File: src/rtl/tdc_meas_sequencer.sv
// TDC measurement sequencer: start/capture, 2^LOG2_AVG averaging, timeout.
// Optional min/max result tracking when TDC_MINMAX_EN is defined.
module tdc_meas_sequencer #(
  parameter int CNT_W    = 8,
  parameter int LOG2_AVG = 2,
  parameter int TIMEOUT  = 64
) (
  input  logic             clk,
  input  logic             rst,
  input  logic             req,
  output logic             start,
  input  logic             ready,
  input  logic [CNT_W-1:0] count,
  output logic [CNT_W-1:0] result,
  output logic             result_valid,
  input  logic             result_ack,
  output logic             busy,
  output logic             timeout_err
`ifdef TDC_MINMAX_EN
  ,
  output logic [CNT_W-1:0] result_min,
  output logic [CNT_W-1:0] result_max
`endif
);

  localparam int ACC_W = CNT_W + LOG2_AVG;
  localparam int SMP_W = LOG2_AVG + 1;
  localparam logic [SMP_W-1:0] SMP_LAST = SMP_W'(1 << LOG2_AVG);
  localparam logic [15:0] TMO_LAST = 16'(TIMEOUT - 1);

  typedef enum logic [1:0] {
    IDLE,
    START,
    WAIT,
    DONE
  } state_t;

  state_t           state;
  logic [ACC_W-1:0] acc;
  logic [ACC_W-1:0] acc_nxt;
  logic [SMP_W-1:0] smp;
  logic [SMP_W-1:0] smp_nxt;
  logic [15:0]      tmo;
  logic             ready_q;
  logic             rise;

  assign rise    = ready & ~ready_q;
  assign acc_nxt = acc + ACC_W'(count);
  assign smp_nxt = smp + 1'b1;

`ifdef TDC_MINMAX_EN
  logic [CNT_W-1:0] mn;
  logic [CNT_W-1:0] mx;
  logic [CNT_W-1:0] mn_nxt;
  logic [CNT_W-1:0] mx_nxt;

  // first sample of a window seeds both trackers
  always_comb begin
    mn_nxt = mn;
    mx_nxt = mx;
    if (smp == '0 || count < mn) mn_nxt = count;
    if (smp == '0 || count > mx) mx_nxt = count;
  end
`endif

  always_ff @(posedge clk or posedge rst) begin
    if (rst) begin
      state        <= IDLE;
      start        <= 1'b0;
      result       <= '0;
      result_valid <= 1'b0;
      busy         <= 1'b0;
      timeout_err  <= 1'b0;
      acc          <= '0;
      smp          <= '0;
      tmo          <= '0;
      ready_q      <= 1'b0;
`ifdef TDC_MINMAX_EN
      mn           <= '0;
      mx           <= '0;
      result_min   <= '0;
      result_max   <= '0;
`endif
    end else begin
      ready_q <= ready;
      start   <= 1'b0;
      unique case (state)
        IDLE: begin
          if (req) begin
            state       <= START;
            start       <= 1'b1;
            busy        <= 1'b1;
            acc         <= '0;
            smp         <= '0;
            timeout_err <= 1'b0;
          end
        end
        START: begin
          state <= WAIT;
          tmo   <= '0;
        end
        WAIT: begin
          // a sample on the expiry cycle takes priority over the timeout
          if (rise) begin
            acc <= acc_nxt;
            smp <= smp_nxt;
`ifdef TDC_MINMAX_EN
            mn  <= mn_nxt;
            mx  <= mx_nxt;
`endif
            if (smp_nxt == SMP_LAST) begin
              state        <= DONE;
              result       <= CNT_W'(acc_nxt >> LOG2_AVG);
              result_valid <= 1'b1;
`ifdef TDC_MINMAX_EN
              result_min   <= mn_nxt;
              result_max   <= mx_nxt;
`endif
            end else begin
              state <= START;
              start <= 1'b1;
            end
          end else if (tmo == TMO_LAST) begin
            state       <= IDLE;
            busy        <= 1'b0;
            timeout_err <= 1'b1;
            acc         <= '0;
          end else begin
            tmo <= tmo + 16'd1;
          end
        end
        DONE: begin
          if (result_ack) begin
            state        <= IDLE;
            result_valid <= 1'b0;
            busy         <= 1'b0;
          end
        end
        default: state <= IDLE;
      endcase
    end
  end

endmodule

File: config.mk
export PLATFORM = sky130hd
export DESIGN_NAME = tdc_meas_sequencer
export DESIGN_NICKNAME = d
export VERILOG_FILES = /design/src/rtl/tdc_meas_sequencer.sv
export SDC_FILE = /design/constraint.sdc
export NUM_CORES = 1
export LEC_CHECK = 0
export ABC_AREA = 1
export CORE_MARGIN = 2
export CORE_UTILIZATION = 55
export CTS_CLUSTER_SIZE = 14
export DETAILED_ROUTE_END_ITERATION = 8
export HOLD_SLACK_MARGIN = 0.1
export PLACE_DENSITY = 0.84
export SETUP_SLACK_MARGIN = 0.4
export SLEW_MARGIN = 5
export SYNTH_ARGS = -nofsm -noshare
export SYNTH_HDL_FRONTEND = slang
export SYNTH_SLANG_ARGS = --single-unit
File: constraint.sdc
create_clock -name clk -period 3.1 [get_ports clk]
set_clock_uncertainty 0.05 [all_clocks]
set_input_delay 0.31 -clock clk [delete_from_list [all_inputs] [get_ports clk]]
set_output_delay 0.31 -clock clk [all_outputs]
set_load 0.01 [all_outputs]
# == After elaboration in Yosys (flattened, before gate mapping) ==
# Cells that the tools add are included.
# classes
n_div,0
bitwise_logic,2
multipliers,0
add_sub_neg,3
shift,0
n_reduce_logical,13
order_cmp,0
n_mux,32
eq_ne,13
# ops
op,n
two-way mux 16 bit,2
case mux 16 bit (2 select lines),1
two-way mux 10 bit,3
case mux 10 bit (2 select lines),1
"adder 16 x 1 -> 16 bit, second input constant",1
"== test 16 x 6 -> 1 bit, second input constant",1
AND reduction 3 bit,5
"!= test 2 bit, second input constant",7
two-way mux 1 bit,12
adder 10 x 8 -> 10 bit,1
two-way mux 2 bit,5
case mux 2 bit (4 select lines),1
AND reduction 4 bit,2
two-way mux 3 bit,2
case mux 1 bit (2 select lines),3
case mux 3 bit (2 select lines),1
nonzero test 2 bit,3
AND reduction 5 bit,1
"== test 2 bit, second input constant",2
"adder 3 x 1 -> 3 bit, second input constant",1
"== test 3 bit, second input constant",1
"!= test 3 bit, second input constant",1
case mux 1 bit (3 select lines),1
nonzero test 3 bit,1
other kinds (4),4
# totals
mem_count,0
mem_bits_rw,0
out_inout_bits,12
wordCells,73
mem_bits_ro,0
inputBits,13
latchBits,0
ff_bits,44

# == Logic depth before layout (Yosys ltp) ==
# Gate-level depths: netlist (run 1).
# logic_depth
depth_word,5
ltp_mapped,10
ltp_nobuf,10

# == Least setup slack after synthesis (run 1) ==
# Ideal clock, no wire load.
# synth_path
path_type,reg-to-reg
from,register acc[0]
to,register acc[8]
t_required_ns,2.933
setup_ns,0.117
stages_incl_launch_ff,10
path_buffers,0
arrival_time_ns,1.562
path_slack_ns,1.370
cell_sequence,dfrtp_1 ha_1 inv_1 fa_1 o21ai_0 nand2_1 nand2_1 nand2_1 nand3_1 nand2_1
# synth_between
elab_chain_len,3
# synth_lines
element,line,rtl
"start, declared",39,logic [ACC_W-1:0] acc;
"start signal, assigned",105,acc <= acc_nxt;
adder 10 x 8 -> 10 bit,48,assign acc_nxt = acc + ACC_W'(count);
two-way mux 10 bit,104,if (rise) begin
case mux 10 bit (2 select lines),87,unique case (state)
# Every way passes these cells.
# A chain may end at the register's enable or synchronous reset.

# == Worst setup path in the final report (run 1) ==
# layout_path
from,input port count[0]
to,register result[6]
# layout_between
elab_chain_len,1
# layout_lines
element,line,rtl
"start, declared",13,"input logic [CNT_W-1:0] count,"
adder 10 x 8 -> 10 bit,48,
"end signal, assigned",113,result <= CNT_W'(acc_nxt >> LOG2_AVG);
"end, declared",14,"output logic [CNT_W-1:0] result,"
# Every way passes these cells.

==> impl_summary.txt, run 1 <==
----------------------------------------------------
[Outcome]
  Outcome ... complete, no violations

[Logic synthesis]
  Synthesized-area fraction occupied by ao, oa, aoi and oai cells ... 0.0520
  Count of warnings emitted by yosys ... 0
  Mux cell area share after synthesis ... 0
  Mapped Area ... 2720 µm²
  Combinational family with the most area after synthesis ... simple AND/OR/NAND/NOR gates
  Net count after synthesis ... 403
  Register area share after synthesis ... 0.405
  Gate count of the mapped netlist ... approximately 380
  Post-synthesis sequential element count ... 44
  Cell variety after synth ... 33
  Parity-gate share of the synthesized area counting xor and xnor cells ... 0.0258
  Synthesized area divided by synthesized cell count ... 7.19 µm²
  Area share of and/or/nand/nor cells after synthesis ... 0.388
  Adder and majority cell fraction of the synthesized area ... 0.0580

[Worst setup path]
  Number of buffers and inverters on the critical path ... 2
  Cell repeated most along the worst path ... sky130_fd_sc_hd__nand2_1
  CP max FO ... 3
  Top Family by Delay on Critical Path ... adder cells
  Worst path cell trace ... clkdlybuf4s50_1 -> ha_1 -> inv_1 -> fa_1 -> o21ai_0 -> nand2_1 -> nand2_1 -> nand2_1 -> nand3_1 -> nand2_1
  Class of the most critical setup path ... input pin to register
  Slowest cell on the critical path ... sky130_fd_sc_hd__clkdlybuf4s50_1
  Type of element launching the critical path ... input pin
  Required time of the critical path ... 3250 ps
  Signal arrival time at the worst endpoint ... about 2300 ps
  Largest stage delay, worst path ... 460 ps
  Critical path endpoint category ... register

[Drt]
  Remaining number of nets flagged by the antenna check after routing ... 0
  Detailed Routing Iterations Pass 1 ... 4
  Detailed route wirelength on metal3 ... between 200 and 300 µm
  Total Routed Length ... 5700 µm
  Wire length on met1 ... approximately 2500 µm
  Number of DRC markers in iteration 0 ... about 120
  Routed length on met2 ... 2810 µm
  Post-detailed-route wirelength per cell ... 12.1 µm
  Vias post-DR ... roughly 2500
  Via count normalized by instance count ... 5.23
  DRC violation count after routing ... 0
  Top Metal Used ... met4

[Clock network]
  Root buf cell ... sky130_fd_sc_hd__clkbuf_8
  CTS clock-pin slew for the worst setup and hold paths ... ~80 ps
  CTS tree ... yes
  Hold buffer count at CTS ... 0
  CTS HTree Levels ... 2
  Later-pin clock latency in the skew report ... 300 ps
  Clock tree sinks ... 44
  Number of gates given a new drive strength after cts ... 0
  Number of setup buffers added after CTS ... 0
  Bufs on Longest Clock Path ... 2
  Num CTS Buffers ... 5

[Final layout]
  Share of post-route cells with drive strength above 1 ... 0.0542
  Post-layout net count ... 430
  Filler Cells Inserted ... 445
  Sequential cell area ... roughly 1100 µm²
  Area growth from synthesis to final layout ... 14.7%
  Multi-input logic area ... 1420 µm²
  Antenna cell count ... 0
  Number of standard cells in the layout, taps in and fillers out ... 473

[Power and ir drop]
  P per Cell Area ... between 500 and 600 nW/µm²
  Design internal power ... 1.09 mW
  Power share of the sequential group ... 0.405
  Combinational group share of total power ... 0.345
  Clock Power Share ... 0.251
  Power spent charging and discharging nets ... 0.652 mW
  Highest ir drop seen on vdd ... 332 µV
  Leakage Power ... 1.61 nW
  Fraction of power spent switching nets ... 0.375

[STA]
  Setup repair after global routing missed its margin ... no
  Worst-case headroom to the max-slew limit ... 0.386
  Peak clock frequency supported by timing ... 474 MHz
  Setup Viol. Count Final ... 0
  Hold Fails Final Rpt ... 0
  Final critical-path setup slack ... 991 ps
  Setup TNS ... 0 ps
  Slew of the pin with the lowest slew margin ... 919 ps
  Final number of max-transition violations ... 0
  Part of the cycle the worst path needs ... 0.680
  Final Critical Period ... approximately 2100 ps

[Placement]
  Placer's final routability congestion estimate ... 0.983
  Pre-CTS setup slack ... ~650 ps
  HPWL after DPL ... 4240 µm
  Port buffer count ... 24
  Number of placed instances, taps included ... 465

[Flow run]
  Max-cap violations ... 0

[Global routing]
  Maximum number of pins on one net before global-route repair ... 45
  Number of global-route vias before repair ... 2447
  Total global-route track usage ... 0.234
  Wire length of the first global-routing pass ... ~10000 µm
  Global route total overflow ... 0
  Antenna violations before repair ... 0

[Floorplanning]
  I/O pin count ... 25
  Initial core utilization ... 0.571
  Rows ... 25
  Die Height ... 74.3 µm
  Die outline width ... around 74 µm
  Core footprint ... 4750 µm²
  Area of the die ... 5520 µm²

[Hold path]
  Min-delay worst type ... register to register

----------------------------------------------------
==> state kept, by name, indices dropped and copies added (netlist names) <==
register,count
tmo,16
acc,10
result,8
smp,3
state,2
busy,1
ready_q,1
result_valid,1
start,1
timeout_err,1
==> placed cells by master, fill, tap and decap left out, types with 5 or more instances in the layout <==
master                            synthesis  final
sky130_fd_sc_hd__a21oi_1                  6      6
sky130_fd_sc_hd__clkbuf_8                 0      5
sky130_fd_sc_hd__clkdlybuf4s50_1          0     24
sky130_fd_sc_hd__dfrtp_1                 44     44
sky130_fd_sc_hd__ha_1                    11     11
sky130_fd_sc_hd__inv_1                   39     38
sky130_fd_sc_hd__nand2_1                140    140
sky130_fd_sc_hd__nand3_1                 33     33
sky130_fd_sc_hd__nand4_1                  9      9
sky130_fd_sc_hd__nor2_1                  44     44
sky130_fd_sc_hd__o21ai_0                  6      6
sky130_fd_sc_hd__o21ai_1                  6      6
sky130_fd_sc_hd__xor2_1                   6      6
==> cell usage after synthesis, drive strengths merged <==
cell,count,area (µm²)
a21boi,1,7.51
a21oi,6,30.0
a22o,1,8.76
a31oi,2,12.5
buf,4,35.0
clkbuf,1,3.75
dfrtp,44,1100
fa,1,20.0
ha,11,138
inv,41,154
nand2,142,543
nand3,37,213
nand3b,3,22.5
nand4,9,56.3
nor2,46,183
nor3,3,15.0
o21a,1,7.51
o21ai,12,60.1
o21bai,2,15.0
or2,3,21.3
xnor2,2,17.5
xor2,6,52.6
==> power by group through the flow <==
| stage | logic [mW] | registers (mW) | clock network [mW] |
|---|---|---|---|
| 2_1_floorplan | 0.481 | 0.711 | 0 |
| 5_1_grt | 0.678 | 0.717 | 0.464 |
| 3_5_place_dp | 0.599 | 0.717 | 0 |
| 4_1_cts | 0.603 | 0.705 | 0.447 |
| 6_report | 0.600 | 0.705 | 0.436 |
| 3_3_place_gp | 0.585 | 0.714 | 0 |
==> final timing paths <==
path                            cells after the start      start  slack [ps]   endpoint
max in group asynchronous                           2        rst        1940    tmo[12]
worst min register to register                      2  result[0]         430  result[0]
worst max-delay path                               10   count[0]         990  result[6]
min in group asynchronous                           2        rst         480  result[0]
worst max register to register                      9     acc[0]        1100  result[6]
worst min-delay path                                2  result[0]         430  result[0]
==> final cells by class <==
type                            count  share of cell area
Clock buffer                        6              0.0233
Clock inverter                      2              0.0112
Inverter                           41              0.0494
Multi-Input combinational cell    288               0.456
Sequential cell                    44               0.353
Tap cell                           67              0.0269
Timing Repair Buffer               25              0.0795
==> routing by layer <==
metal / global-route usage / up-vias
li1: - / 1253
met5: 0 / -
met4: 0.0972 / 0
met3: 0.0515 / 7
met1: 0.271 / 1168
met2: 0.421 / 48
==> stage by stage <==
| step | hold slack, ps | power (mW) | area [µm²] | utilization |
|---|---|---|---|---|
| floorplan | 291 | 1.19 | 2720 | - |
| global placement | 405 | 1.30 | 3010 | 0.633 |
| detailed placement | 408 | 1.32 | 3010 | 0.633 |
| CTS | 420 | 1.76 | 3120 | 0.656 |
| global route | 432 | 1.86 | 3120 | 0.656 |
| finish | 427 | 1.74 | 3120 | 0.656 |
==> tightest hold or removal path: stages (launching register included) <==
cell and delay, ps:
sky130_fd_sc_hd__dfrtp_1 350, sky130_fd_sc_hd__nand2_1 50, sky130_fd_sc_hd__nand2_1 50
==> logic make-up (layout without fill, tap and decap cells) <==
| group | Yosys count | in the layout |
|---|---|---|
| buffers and inverters | 46 | 74 |
| adders and majority gates | 12 | 12 |
| AOI/OAI and AO/OA | 25 | 25 |
| DFF | 44 | 44 |
| xor gates and xnor gates | 8 | 8 |
| and+or+nand+nor | 243 | 243 |
Note: power is estimated with default switching activity, not from simulation.
==> inputs of run 2 (changes only) <==
--- a/config.mk
+++ b/config.mk
@@ -7,11 +7,11 @@
 export LEC_CHECK = 0
 export ABC_AREA = 1
 export CORE_MARGIN = 2
-export CORE_UTILIZATION = 55
+export CORE_UTILIZATION = 52
 export CTS_CLUSTER_SIZE = 14
 export DETAILED_ROUTE_END_ITERATION = 8
 export HOLD_SLACK_MARGIN = 0.1
-export PLACE_DENSITY = 0.84
+export PLACE_DENSITY = 0.83
 export SETUP_SLACK_MARGIN = 0.4
 export SLEW_MARGIN = 5
 export SYNTH_ARGS = -nofsm -noshare
==> constraint.sdc (replaced) <==
create_clock -name clk -period 1.9 [get_ports clk]
set_clock_uncertainty 0.05 [all_clocks]
set_input_delay 0.19 -clock clk [delete_from_list [all_inputs] [get_ports clk]]
set_output_delay 0.19 -clock clk [all_outputs]
set_load 0.01 [all_outputs]
==> impl_summary.txt, run 2 (synthesis results as in run 1) <==
----------------------------------------------------
[STA]
  Final number of max-transition violations ... 0 (unchanged)
  Peak clock frequency supported by timing ... between 600 and 700 MHz
  Final Critical Period ... 1620 ps
  Hold Fails Final Rpt ... 0 (unchanged)
  Final hold slack ... 142 ps (-285 ps)
  Setup Viol. Count Final ... 0 (unchanged)
  Slew of the pin with the lowest slew margin ... 404 ps (-515 ps)
  Final critical-path setup slack ... 277 ps (-714 ps)
  Part of the cycle the worst path needs ... 0.854
  Worst-case headroom to the max-slew limit ... 0.730 (+0.344)
  Setup repair after global routing missed its margin ... yes

[Final layout]
  Filler Cells Inserted ... 379 (-15%)
  Most common library cell in the layout ignoring fill and taps ... sky130_fd_sc_hd__nand2_1
  Post-layout net count ... 458 (+6.5%)
  Max FFs per register ... 16 (unchanged)
  Share of post-route cells with drive strength above 1 ... 0.283 (+0.229)
  Area growth from synthesis to final layout ... 36.5%
  Regs by FF count ... tmo x16, acc x10, result x8
  Register with the highest flop count ... tmo
  Antenna cell count ... 0 (unchanged)
  Commonest cells after routing, fill and taps aside ... sky130_fd_sc_hd__nand2_1, sky130_fd_sc_hd__nor2_1, sky130_fd_sc_hd__inv_1

[Global routing]
  Antenna violations before repair ... 0 (unchanged)
  Global route total overflow ... 0 (unchanged)
  Wire length of the first global-routing pass ... 11300 µm (+12%)
  Total global-route track usage ... 0.239 (+0.00416)
  Maximum number of pins on one net before global-route repair ... 28 (-38%)
  Number of global-route vias before repair ... 2567 (+4.9%)

[Drt]
  Post-detailed-route wirelength per cell ... 14.7 µm (+22%)
  Vias post-DR ... 2745 (+11%)
  Total Routed Length ... 7400 µm (+30%)
  Remaining number of nets flagged by the antenna check after routing ... 0 (unchanged)
  DRC violation count after routing ... 0 (unchanged)
  Detailed Routing Iterations Pass 1 ... 5 (+1)
  Via count normalized by instance count ... 5.45 (+4.0%)
  Number of DRC markers in iteration 0 ... 152 (+32%)

[Hold path]
  Min-delay worst type ... input pin to async pin

[Clock network]
  Clock tree sinks ... 44 (unchanged)
  CTS tree ... yes
  Bufs on Longest Clock Path ... 2 (unchanged)
  Hold buffer count at CTS ... 0 (unchanged)
  Num CTS Buffers ... 5 (unchanged)
  Later-pin clock latency in the skew report ... 300 ps (about the same)
  CTS clock-pin slew for the worst setup and hold paths ... 90 ps (about the same)
  CTS HTree Levels ... 2 (unchanged)
  Root buf cell ... sky130_fd_sc_hd__clkbuf_8

[Floorplanning]
  Initial core utilization ... 0.535 (-0.0361)
  Rows ... 26 (+4.0%)
  I/O pin count ... 25 (unchanged)
  Area of the die ... 5820 µm² (+5.5%)
  Die Height ... 76.3 µm (+2.7%)
  Core footprint ... 5070 µm² (+6.7%)
  Die outline width ... 76.3 µm (+2.7%)

[Worst setup path]
  Signal arrival time at the worst endpoint ... 1780 ps (-480 ps)
  Required time of the critical path ... 2050 ps (-1200 ps)
  Critical path endpoint category ... register
  Register-to-Register Setup Slack ... 280 ps (-820 ps)
  Type of element launching the critical path ... register
  Class of the most critical setup path ... register to register
  CP max FO ... 3 (unchanged)

[Placement]
  HPWL after DPL ... 4530 µm (+6.8%)
  Pre-CTS setup slack ... -66.0 ps (-714 ps)
  Placer's final routability congestion estimate ... 0.975 (-0.78%)
  Port buffer count ... 24 (unchanged)

[Outcome]
  Outcome ... complete, no violations

[Power and ir drop]
  P per Cell Area ... 981 nW/µm² (+76%)
  Overall power consumption ... 3.64 mW (+110%)
  Highest ir drop seen on vdd ... 735 µV (+120%)
  Leakage Power ... 1.86 nW (+16%)

[Flow run]
  Max-cap violations ... 0 (unchanged)

----------------------------------------------------
run 2: cell types whose count changed in the layout (fill, tap and decap cells not counted), sizes merged:
cell and delta:
inv -1, clkinv +1, clkdlybuf4s50 -2, nand3 +1
buf +26, dlymetal6s2s +2, clkbuf +1
run 2: final timing paths:
| path | endpoint | from | depth (start not counted) |
|---|---|---|---|
| max | acc[8] | acc[0] | 9 |
| min | acc[5] | rst | 2 |
| max reg2reg | acc[8] | acc[0] | 9 |
| min reg2reg | busy | busy | 2 |
| max in group asynchronous | state[1] | rst | 3 |
| min in group clk | ready_q | ready | 1 |
run 2: area by class of cell:
| cell class | instances | area, µm² | share of cell area |
|---|---|---|---|
| Clock buffer | 6 | 72.6 | 0.0196 |
| Clock inverter | 2 | 35.0 | 0.00945 |
| Multi-Input combinational cell | 289 | 1700 | 0.460 |
| Tap cell | 70 | 87.6 | 0.0236 |
| Sequential cell | 44 | 1120 | 0.302 |
| Timing Repair Buffer | 52 | 524 | 0.141 |
| Inverter | 41 | 166 | 0.0449 |
run 2: power by group:
part | total [mW] | switching (mW) | internal, mW | leakage, nW
Sequential | 1.17 | 0.112 | 1.06 | 0.580
Combinational | 1.75 | 0.984 | 0.763 | 1.23
Clock | 0.721 | 0.331 | 0.391 | 0.0552
run 2: worst max-delay path: stages (launching register included):
cell                      delay [ps]
sky130_fd_sc_hd__dfrtp_1         360
sky130_fd_sc_hd__ha_2            190
sky130_fd_sc_hd__inv_2            40
sky130_fd_sc_hd__fa_2            360
sky130_fd_sc_hd__o21ai_4         180
sky130_fd_sc_hd__nand2_1          90
sky130_fd_sc_hd__nand2_1          70
sky130_fd_sc_hd__nand2_1          60
sky130_fd_sc_hd__nand3_1          70
sky130_fd_sc_hd__nand2_1          50
run 2: what timing repair did:
item,CTS,global route
pin swaps,3,12
buffers inserted,7,10
gates cloned,1,1
gates resized for setup,28,73
endpoints found under the setup margin,37,41
run 2: layer usage:
metal / up-vias / global-route usage / wire length [µm]
met3: 34 / 0.0438 / 353
met2: 94 / 0.415 / 3800
li1: 1316 / - / -
met5: - / 0 / 0
met1: 1301 / 0.295 / 2980
met4: 0 / 0.0909 / 268
run 2: through the flow:
step / cell area (µm²) / setup TNS, ps / instances / util
after CTS: 3400 / 0 / 493 / 0.671
after global routing: 3710 / 0 / 504 / 0.731
after global placement: 3110 / -105 / 477 / 0.614
after floorplan: 2730 / 0 / 378 / -
after detailed placement: 3110 / -265 / 477 / 0.614
final: 3710 / 0 / 504 / 0.731
==> inputs of run 3 (changes only) <==
--- a/config.mk
+++ b/config.mk
@@ -6,6 +6,7 @@
 export NUM_CORES = 1
 export LEC_CHECK = 0
 export ABC_AREA = 1
+export ABC_CLOCK_PERIOD_IN_PS = 1900
 export CORE_MARGIN = 2
 export CORE_UTILIZATION = 52
 export CTS_CLUSTER_SIZE = 14
==> results of run 3 <==
Final layout, timing and power as in run 2 (identical DEF).
==> RTL change 1: new RTL, config.mk and constraints of run 2 <==
The parameter `LOG2_AVG` goes from 2 to 4. Comments in the files are not updated.
--- a/src/rtl/tdc_meas_sequencer.sv
+++ b/src/rtl/tdc_meas_sequencer.sv
@@ -4,3 +4,3 @@
   parameter int CNT_W    = 8,
-  parameter int LOG2_AVG = 2,
+  parameter int LOG2_AVG = 4,
   parameter int TIMEOUT  = 64
Check against the original RTL: not equivalent (Yosys sat finds a counterexample within 10 cycles, from zero or initial values and one cycle with rst high).
==> RTL change 1 against run 2 <==
- wire length rose by 37%
- cell count increased by 11%
- sequential cell count grew 4
- cell area up 17%
- power increased by 15%
- synthesized area rose by 11%
- setup slack got worse by 180 ps
==> RTL change 1: results (changes against run 2) <==
Status
  • Status: complete, no violations (unchanged)

GRT
  • Tot GR Track Use: 25.6% (was 23.9%)
  • Met1 Use GR: 36.8% (was 29.5%)
  • Number of global-route vias before repair: 2809 (was 2567)
  • Global-route wire length before repair: 13.0 mm (was 11.3 mm)
  • GRT met2 Usage: 40.2% (was 41.5%)
  • Maximum number of pins on one net before global-route repair: 49 (was 28)
  • GR Util met3: 3.48% (was 4.38%)

Synthesis
  • Mapped Nets: 440 (was 403)
  • Synthesized area per cell: 7.25 µm² (was 7.19 µm²)
  • Sequential-to-total area share from yosys stat: 39.8% (was 40.5%)
  • Synth Area in Compound Gates: 5.15% (was 5.20%)
  • Most frequent cells after synthesis: nand2_1, dfrtp_1, nor2_1, inv_1, nand3_1 (unchanged)
  • Xor and xnor fraction of the mapped netlist area: 3.49% (was 2.58%)
  • FFs w/ async S/R, synth: 100% (unchanged)
  • Post-synthesis cell type count: 32 (was 33)
  • Synth area leaders: dfrtp_1, nand2_1, nand3_1, nor2_1, inv_1 (unchanged)
  • Post-Synth Adder-Cell Area: 4.81% (was 5.80%)

Setup path
  • Slowest CP cell: dfrtp_2 (was dfrtp_1)
  • Crit path max fanout: 7 (was 3)
  • Slowest stage delay, CP: 460 ps (was 360 ps)
  • Critical Path Start: tmo[11] (was acc[0])
  • Worst r2r src: tmo[11] (was acc[0])
  • Worst endpoint data arrival time: 1940 ps (was 1780 ps)
  • Worst path top cell family by delay: simple AND/OR/NAND/NOR gates (was adder cells)
  • Reg-to-reg slack, setup: 100 ps (was 280 ps)
  • Crit path buffers/inverters: 1 (unchanged)
  • R2r endpoint: tmo[11] (was acc[8])

Placed design
  • Placed cells: 515 (was 477)
  • # port buffers: 24 (unchanged)
  • Placement-stage cell area: 3390 µm² (was 3110 µm²)
  • Routability cong.: 0.906 (was 0.975)
  • DPL Wire Length: 4.67 mm (was 4.53 mm)

Clock network
  • Root buffer cell: clkbuf_8 (unchanged)
  • CTS max path bufs: 2 (unchanged)

Power and ir drop
  • Sw power: 1.85 mW (was 1.43 mW)
  • Clock share of power: 15.4% (was 19.8%)
  • Comb power frac: 53.3% (was 48.0%)
  • Internal power: 2.33 mW (was 2.21 mW)
  • VDD IR max: 0.834 mV (was 0.735 mV)
  • Leak: 2.14 nW (was 1.86 nW)

Final layout
  • Largest regs: tmo: 16 flops, acc: 12 flops, result: 8 flops (was tmo: 16 flops, acc: 10 flops, result: 8 flops)
  • Fin cells: 558 (was 504)
  • NumNets Final: 509 (was 458)
  • Share of cells above drive strength 1: 35.2% (was 28.3%)

Timing
  • Worst slew pin tran: 409 ps (was 404 ps)

Detailed routing
  • DR WL/cell: 18.2 µm (was 14.7 µm)
  • DR WL met3: 1.05 mm (was 353 µm)
  • DR pass1 iterations: 7 (was 5)
  • 1st-iter DRT viols: 650 (was 152)
  • DR vias/cell: 5.92 (was 5.45)
  • DR WL met2: 4.76 mm (was 3.80 mm)
  • WL met1: 3.83 mm (was 2.98 mm)
## RTL change 1: cell count changes after synthesis, moves of 4 or more
| cell | delta |
|---|---|
| nand2_1 | +16 |
| o21ai_2 | +5 |
| dfrtp_1 | +4 |
| inv_2 | +4 |
| nand2_2 | +4 |
| nand3_1 | +4 |
## RTL change 1: area by class of cell
type | count | area (µm²)
Clock buffer | 8 | 90.1
Multi-Input combinational cell | 319 | 2140
Inverter | 49 | 195
Fill cell | 309 | 1210
Sequential cell | 48 | 1210
Tap cell | 72 | 90.1
Timing Repair Buffer | 62 | 608
## RTL change 1: repair_timing
action,CTS,global route
pin swaps,16,34
cloned,4,1
endpoints found under the setup margin,39,47
buffers inserted,13,17
resized for setup,29,101
hold endpoints to repair,0,0
## RTL change 1: metrics by stage
step,hold slack (ps),utilization [%],worst slack [ps],setup TNS (ps)
final,196,78.1,97.8,0
after global routing,238,78.1,24.5,0
after CTS,224,68.5,181,0
after detailed placement,413,61.2,-120,-497
after global placement,410,61.2,-69.7,-149
after floorplan,171,-,305,0
==> RTL change 2: new RTL, flow settings as in run 2 <==
Made on the original files. The 4 states of `state_t` get a one-hot encoding in 4 bits.
--- a/src/rtl/tdc_meas_sequencer.sv
+++ b/src/rtl/tdc_meas_sequencer.sv
@@ -30,7 +30,7 @@
 
-  typedef enum logic [1:0] {
-    IDLE,
-    START,
-    WAIT,
-    DONE
+  typedef enum logic [3:0] {
+    IDLE  = 4'b0001,
+    START = 4'b0010,
+    WAIT  = 4'b0100,
+    DONE  = 4'b1000
   } state_t;
Function: same outputs for any inputs over 10 cycles, from zero or initial values and one cycle with rst high; not proved beyond that.
==> RTL change 2 against run 2 <==
- power decreased by 7.3%
- cell count increased by 4.0%
- cell area grew 2.4%
- wire length up 5.3%
- utilization fell by 0.12 points
- setup slack worse by 100 ps
- critical path type unchanged
- synthesized area up 5.1%
- global-route usage down 0.090 points
- sequential cell count is 2 higher
- worst hold slack got worse by 25 ps
- clock power down 10%
- non-clock buffer count is 7 higher
- synthesized cell count rose by 3.4%
- die area rose by 4.8%
==> RTL change 2: results (changes against run 2) <==
Setup path
  • Critical Path Start: acc[0] (unchanged)
  • Worst endpoint data arrival time: 1880 ps (was 1780 ps)
  • R2r endpoint: acc[4] (was acc[8])
  • FF-to-FF path depth: 8 (was 9)
  • Crit path max fanout: 3 (unchanged)

Status
  • Status: complete, no violations (unchanged)

GRT
  • Number of global-route vias before repair: 2645 (was 2567)
  • Maximum number of pins on one net before global-route repair: 32 (was 28)
  • Tot GR Track Use: 23.8% (was 23.9%)
  • Global-route wire length before repair: 11.7 mm (was 11.3 mm)

Timing
  • Setup WS post-layout: 177 ps (was 277 ps)
  • Hold slack: 116 ps (was 142 ps)
  • Slew headroom: 73.8% (was 73.0%)

Power and ir drop
  • Clk pwr: 648 µW (was 721 µW)
  • Sw power: 1.35 mW (was 1.43 mW)
  • Total chip power: 3.37 mW (was 3.64 mW)
  • VDD IR max: 0.886 mV (was 0.735 mV)
  • Comb power frac: 45.0% (was 48.0%)
  • Pwr/cell area: 888 nW/µm² (was 981 nW/µm²)
  • Leak: 1.85 nW (was 1.86 nW)

Final layout
  • Layout fillers: 336 (was 379)
  • Share of cells above drive strength 1: 24.9% (was 28.3%)
  • NumNets Final: 478 (was 458)

Clock network
  • Clk_lat worst skew: 310 ps
  • Setup bufs post-CTS: 12 (was 7)
  • Root buffer cell: clkbuf_8 (unchanged)
  • Clk slew on worst S/H paths: 110 ps (was 90 ps)
  • Post-CTS Resized: 21 (was 28)

Detailed routing
  • DR WL/cell: 14.9 µm (was 14.7 µm)
  • Via count: 2873 (was 2745)
  • DR vias/cell: 5.48 (was 5.45)
  • 1st-iter DRT viols: 314 (was 152)
  • DR pass1 iterations: 4 (was 5)

Synthesis
  • Mux contribution to synthesized area: 0% (unchanged)
  • Xor and xnor fraction of the mapped netlist area: 2.15% (was 2.58%)
  • Post-synthesis cell type count: 34 (was 33)
  • Most frequent cells after synthesis: nand2_1, dfrtp_1, nor2_1, inv_1, nand3_1 (unchanged)
  • Synth Area in Compound Gates: 6.97% (was 5.20%)
  • Post-Synth Adder-Cell Area: 5.52% (was 5.80%)
  • Mapped Nets: 416 (was 403)
  • Synthesized area per cell: 7.30 µm² (was 7.19 µm²)
  • Sequential-to-total area share from yosys stat: 40.4% (was 40.5%)
  • Synth area leaders: dfrtp_1, nand2_1, nand3_1, nor2_1, inv_1 (unchanged)

Placed design
  • DPL Wire Length: 4.51 mm (was 4.53 mm)
  • Placed cells: 487 (was 477)
  • Pre-CTS setup slack: -109 ps (was -66.0 ps)
  • Placement-stage cell area: 3250 µm² (was 3110 µm²)
  • Routability cong.: 0.889 (was 0.975)
==> RTL change 2: cell types whose count changed in the layout (fill, tap and decap cells not counted), sizes merged, moves of 4 or more <==
cell	change
nand2	+12
buf	+8
clkinvlp	+4
nor2	-4
o21ai	+5
==> RTL change 2: worst max-delay path, stage by stage (launching register included) <==
cell	delay (ps)
dfrtp_1	380
ha_2	200
inv_2	40
fa_2	360
o21ai_4	190
xor2_1	230
inv_1	60
nand2_1	60
nand2_1	50
==> RTL change 2: final cells by class <==
type | instances | share of cell area (%)
timing repair inverter | 1 | 0.198
sequential | 46 | 30.4
clock inverter | 3 | 0.626
inverter | 41 | 4.28
tap | 70 | 2.31
timing repair buffer | 59 | 14.4
multi-input combinational | 299 | 46.0
clock buffer | 5 | 1.81
==> RTL change 2: per-layer routing <==
metal | routed length, µm | track usage (%) | share of wire (%)
met1 | 3310 | 31.9 | 42
met2 | 3840 | 40.2 | 49
met3 | 445 | 3.56 | 5.7
met4 | 189 | 6.84 | 2.4
met5 | 0 | 0 | 0
